[src/rtl/placar_batalha.sv]
// Match scoreboard behind the battle comparator: counts plays and runs a best-of-N match.
// Latency: every play, start and verdict is visible right after the sampling edge.
// Backpressure: none; one play accepted per cycle while a match runs, ignored otherwise.
module placar_batalha #(
    parameter int RODADAS         = 5,
    parameter int ACERTOS_VITORIA = 3,
    parameter int MAX_INVALIDAS   = 3
) (
    input  logic       clk,
    input  logic       rst,
    input  logic       iniciar,
    input  logic       jogar,
    input  logic       s1,
    input  logic       s2,
    output logic [3:0] acertos,
    output logic [3:0] rodada,
    output logic [3:0] invalidas,
    output logic       ocupado,
    output logic       fim,
    output logic [1:0] resultado,
    output logic [1:0] ultimo
);

    typedef enum logic [1:0] {
        OCIOSO  = 2'd0,
        JOGANDO = 2'd1,
        FIM     = 2'd2
    } estado_t;

    localparam logic [3:0] ALVO_ACERTOS = 4'(ACERTOS_VITORIA);
    localparam logic [3:0] LIM_INVALIDAS = 4'(MAX_INVALIDAS);
    // Misses at which B can no longer reach the hit target even winning every remaining round.
    localparam logic [3:0] LIM_ERROS = 4'(RODADAS - ACERTOS_VITORIA + 1);

    localparam logic [1:0] RES_NENHUM  = 2'b00;
    localparam logic [1:0] RES_A       = 2'b01;
    localparam logic [1:0] RES_B       = 2'b10;
    localparam logic [1:0] RES_ANULADA = 2'b11;

    localparam logic [1:0] ULT_NENHUM   = 2'b00;
    localparam logic [1:0] ULT_ERRO     = 2'b01;
    localparam logic [1:0] ULT_ACERTO   = 2'b10;
    localparam logic [1:0] ULT_INVALIDA = 2'b11;

    estado_t    estado;
    estado_t    estado_nx;

    logic       jogada;
    logic       partida_nova;
    logic [3:0] acertos_p;
    logic [3:0] rodada_p;
    logic [3:0] invalidas_p;
    logic [3:0] erros_p;
    logic [1:0] ultimo_p;
    logic [1:0] veredito;
    logic       encerra;

    logic [3:0] acertos_nx;
    logic [3:0] rodada_nx;
    logic [3:0] invalidas_nx;
    logic [1:0] resultado_nx;
    logic [1:0] ultimo_nx;
    logic       ocupado_nx;
    logic       fim_nx;

    assign jogada       = (estado == JOGANDO) && jogar;
    assign partida_nova = (estado != JOGANDO) && iniciar;

    // Post-play counter values; the end checks must see the play being counted now.
    always_comb begin
        acertos_p   = acertos;
        rodada_p    = rodada;
        invalidas_p = invalidas;
        ultimo_p    = ultimo;
        if (jogada) begin
            if (!s2) begin
                invalidas_p = invalidas + 4'd1;
                ultimo_p    = ULT_INVALIDA;
            end else begin
                rodada_p = rodada + 4'd1;
                if (s1) begin
                    acertos_p = acertos + 4'd1;
                    ultimo_p  = ULT_ACERTO;
                end else begin
                    ultimo_p = ULT_ERRO;
                end
            end
        end
    end

    assign erros_p = rodada_p - acertos_p;

    always_comb begin
        veredito = RES_NENHUM;
        if (invalidas_p == LIM_INVALIDAS) begin
            veredito = RES_ANULADA;
        end else if (acertos_p == ALVO_ACERTOS) begin
            veredito = RES_B;
        end else if (erros_p == LIM_ERROS) begin
            veredito = RES_A;
        end
    end

    assign encerra = jogada && (veredito != RES_NENHUM);

    always_ff @(posedge clk or posedge rst) begin
        if (rst) begin
            estado <= OCIOSO;
        end else begin
            estado <= estado_nx;
        end
    end

    always_comb begin
        estado_nx = estado;
        case (estado)
            OCIOSO:  if (iniciar) estado_nx = JOGANDO;
            JOGANDO: if (encerra) estado_nx = FIM;
            FIM:     if (iniciar) estado_nx = JOGANDO;
            default: estado_nx = OCIOSO;
        endcase
    end

    always_comb begin
        acertos_nx   = acertos;
        rodada_nx    = rodada;
        invalidas_nx = invalidas;
        resultado_nx = resultado;
        ultimo_nx    = ultimo;
        if (partida_nova) begin
            acertos_nx   = 4'd0;
            rodada_nx    = 4'd0;
            invalidas_nx = 4'd0;
            resultado_nx = RES_NENHUM;
            ultimo_nx    = ULT_NENHUM;
        end else if (jogada) begin
            acertos_nx   = acertos_p;
            rodada_nx    = rodada_p;
            invalidas_nx = invalidas_p;
            ultimo_nx    = ultimo_p;
            if (encerra) resultado_nx = veredito;
        end
        ocupado_nx = (estado_nx == JOGANDO);
        fim_nx     = (estado_nx == FIM);
    end

    always_ff @(posedge clk or posedge rst) begin
        if (rst) begin
            acertos   <= 4'd0;
            rodada    <= 4'd0;
            invalidas <= 4'd0;
            resultado <= RES_NENHUM;
            ultimo    <= ULT_NENHUM;
            ocupado   <= 1'b0;
            fim       <= 1'b0;
        end else begin
            acertos   <= acertos_nx;
            rodada    <= rodada_nx;
            invalidas <= invalidas_nx;
            resultado <= resultado_nx;
            ultimo    <= ultimo_nx;
            ocupado   <= ocupado_nx;
            fim       <= fim_nx;
        end
    end

endmodule

[config.mk]
export PLATFORM = sky130hd
export DESIGN_NAME = placar_batalha
export DESIGN_NICKNAME = d
export VERILOG_FILES = /design/src/rtl/placar_batalha.sv
export SDC_FILE = /design/constraint.sdc
export NUM_CORES = 1
export LEC_CHECK = 0
export BUFFER_PORTS_ARGS = -buffer_cell sky130_fd_sc_hd__clkbuf_2
export CAP_MARGIN = 40
export CORE_MARGIN = 1.5
export CORE_UTILIZATION = 35
export DETAILED_ROUTE_END_ITERATION = 12
export GPL_TIMING_DRIVEN = 0
export SLEW_MARGIN = 20
export SYNTH_ARGS = -nofsm -noshare
export SYNTH_HDL_FRONTEND = slang
export SYNTH_SLANG_ARGS = --single-unit
[constraint.sdc]
create_clock -name clk -period 9.5 [get_ports clk]
set_input_delay 2.375 -clock clk [delete_from_list [all_inputs] [get_ports clk]]
set_output_delay 2.375 -clock clk [all_outputs]
set_load 0.02 [all_outputs]
==> run_results.csv <==
group,metric,value,unit
synthesis,ys_top_cells_by_area,"dfrtp_1 40%, ha_1 6.1%, xnor2_1 5.0%",
placed_design,port_buffers,23,
placed_design,preCtsSetupSlack,4163,ps
global_routing,grtUsageTotal,14.24,%
detailed_routing,drt-initial-drc-count,42,
outcome,status,"completed",
cells_and_area,multi_input_area,701.9,sq um
synthesis,ys_seq_elements,20,
timing,finalHoldViolCount,0,
setup_path,required,9700,ps
cells_and_area,finish.utilization,43.34,%
detailed_routing,viasPerCell,4.995,
floorplanning,io_pins,24,
clock_network,cts_max_level,1,
power_and_ir_drop,p_sw,0.1950,mW
synthesis,synthArstFlopShare,100.0,%
clock_network,cts_buffers,3,
hold_path,min_path_type,"reg -> reg",
cells_and_area,seq_area,500.5,sq um
timing,finClkSkew,2.954,ps
timing,setup_viol,0,
floorplanning,fp.dieH,62.46,um
global_routing,antenna_found_initial,0,
cells_and_area,finish.net_count,162,
job,drv_cap,0,
placed_design,globalplace.congestion,0.7818,
cells_and_area,area_growth,17.80,%
cells_and_area,drive_gt1_share,27.03,%
timing,finalCritPeriodShare,52.53,%
global_routing,grt_pass1_vias,938,
synthesis,synth_edf_count,0,
detailed_routing,firstDrtPassIters,4,
synthesis,yosys.cell_types.count,40,
clock_network,cts_tree,"yes",
cells_and_area,final_common_cell,"clkbuf_2",
timing,rsz0062_at_grt,"no",
power_and_ir_drop,cellPowerDensity,294.8,nW/um^2
clock_network,holdBufCountCts,0,
timing,relSlewSlack,64.29,%
timing,slew_viol_final,0,
power_and_ir_drop,peakVddDrop,0.0001012,V
cells_and_area,num_antenna_cells,0,
detailed_routing,wl_per_cell,13.03,um
floorplanning,die_area,3901,sq um
power_and_ir_drop,clockPowerShare,11.5,%
global_routing,grt_pass1_wl,4.416,mm
synthesis,yosysSeqAreaShare,40.44,%
setup_path,crit_type,"in -> reg",
detailed_routing,ant_nets,0,
setup_path,worstPathMaxFanout,10,
floorplanning,num_rows,21,
clock_network,clock-sinks,20,
cells_and_area,nFillCells,362,
synthesis,post_synth.cell_area_avg,10.31,sq um
power_and_ir_drop,combPwrFrac,55.7,%
synthesis,synth-main-ff-cell,"dfrtp_1",
power_and_ir_drop,p_sw_share,45.38,%
setup_path,endpoint_kind,"flop",
clock_network,cts.path.max_buffers,2,
synthesis,yosys.area.top_type_share,40.44,%
synthesis,syn_inst,120,
power_and_ir_drop,seq_power_share,32.8,%
timing,period_needed,4990,ps
floorplanning,die_w,62.46,um
synthesis,netlist_area,1237,sq um
clock_network,clkLatencyLatePin,300,ps
synthesis,synth_warnings,0,
power_and_ir_drop,intPower,0.2347,mW
floorplanning,initial_core_util,36.79,%
clock_network,clk_pin_slew,110,ps
setup_path,worst_setup_path_start_kind,"primary input",
clock_network,cts_resized,0,
timing,tns,0,ps
detailed_routing,drc,0,
synthesis,syn_nets,133,
clock_network,cts_setup_buffers,0,
cells_and_area,final_cell_mix,"23 x clkbuf_2, 20 x dfrtp_1, 16 x nand2_1",
clock_network,clock-root-buffer,"clkbuf_4",
global_routing,grt_max_degree,21,
global_routing,gr-total-overflow,0,
timing,worst_pin_slew,533.7,ps
floorplanning,core,3363,sq um
synthesis,yosysTopAreaCell,"dfrtp_1",
timing,worst_slack,4510,ps
detailed_routing,via_count,969,
detailed_routing,totalWireLength,2.528,mm
placed_design,place.detailed.hpwl,1.964,mm
timing,max_freq,0.2004,GHz
power_and_ir_drop,leakage,0.7401,nW
setup_path,cp_data_arrival_time,5190,ps
## final timing paths
path | from | to | slack (ps) | cells past startpoint
hold / removal | ultimo[0] | ultimo[0] | 510 | 2
min in group asynchronous | rst | invalidas[3] | 2010 | 2
max in group asynchronous | rst | ultimo[1] | 7060 | 3
setup / recovery | jogar | resultado[1] | 4510 | 15
hold reg to reg | ultimo[0] | ultimo[0] | 510 | 2
setup reg to reg | estado[0] | resultado[1] | 6240 | 14
## critical path, cell delays in order
cell and delay [ps]:
clkbuf_2 160, and3b_1 190, buf_6 150, and3_2 180, buf_2 160, xor2_1 160
ha_1 160, inv_1 60, fa_1 370, xnor2_1 160, nand3b_1 180, or2_2 330
nor3_1 160, mux2i_1 140, a32o_1 270
## synthesized netlist by cell type (2+ instances only)
cell type and instances:
nor2_1 10, inv_1 5, and2_1 2, nand3b_1 3, xor2_1 5, dfrtp_1 20, a31oi_1 2, mux2i_1 2
a21oi_1 3, o21ai_0 8, o31ai_1 2, xnor2_1 7, nor3_4 2, a211o_1 2, nor3_1 2, ha_1 6
nand2_1 16
## per-layer routing
layer  up-vias  share of wire, %  global-route usage (%)
met5         -                 0                       0
met4         0               1.7                   5.556
met3         6               3.4                   3.063
met2        20                47                   22.72
met1       466                47                   18.88
li1        477                 -                       -
## final cells by class
cell class / instances / share of cell area [%]
plain buffers: 2 / 1.116
clock buffers: 4 / 2.489
inverters: 5 / 1.288
multi-input cells: 93 / 48.15
flip-flops and latches: 20 / 34.33
well taps: 46 / 3.948
repair buffers: 24 / 8.670
## kinds of logic (layout without fill, tap and decap cells)
logic type | Yosys count | after routing | share of synthesized area (%)
AO/OA/AOI/OAI | 24 | 24 | 13.25
buffers and inverters | 7 | 35 | 2.831
multiplexers | 3 | 3 | 2.528
AND/OR/NAND/NOR | 45 | 45 | 21.54
flip-flops | 20 | 20 | 40.44
XOR/XNOR | 14 | 14 | 11.73
adder cells (fa/ha/maj) | 7 | 7 | 7.684
## registers in the layout (all words and copies together), names as in the netlist
signal,count
rodada,4
acertos,4
resultado,2
ocupado,1
fim,1
invalidas,4
estado,2
ultimo,2
## per-stage QoR
stage	hold WS [ps]	instance area, sq um	total power [mW]	cells
final	506.7	1458	0.4298	194
after global routing	566.9	1458	0.4721	194
after CTS	514.6	1446	0.4374	193
after detailed placement	486.3	1410	0.3858	189
after global placement	464.2	1410	0.3798	189
after floorplan	590.0	1237	0.3220	120
## power groups by stage
stage | clock network (mW) | registers (mW) | logic, mW
after floorplan | 0 | 0.168 | 0.154
after CTS | 0.0527 | 0.141 | 0.243
final | 0.0496 | 0.141 | 0.239
after global routing | 0.0567 | 0.146 | 0.269
after global placement | 0 | 0.141 | 0.238
after detailed placement | 0 | 0.143 | 0.243
Note: power is estimated with default switching activity, not from simulation.
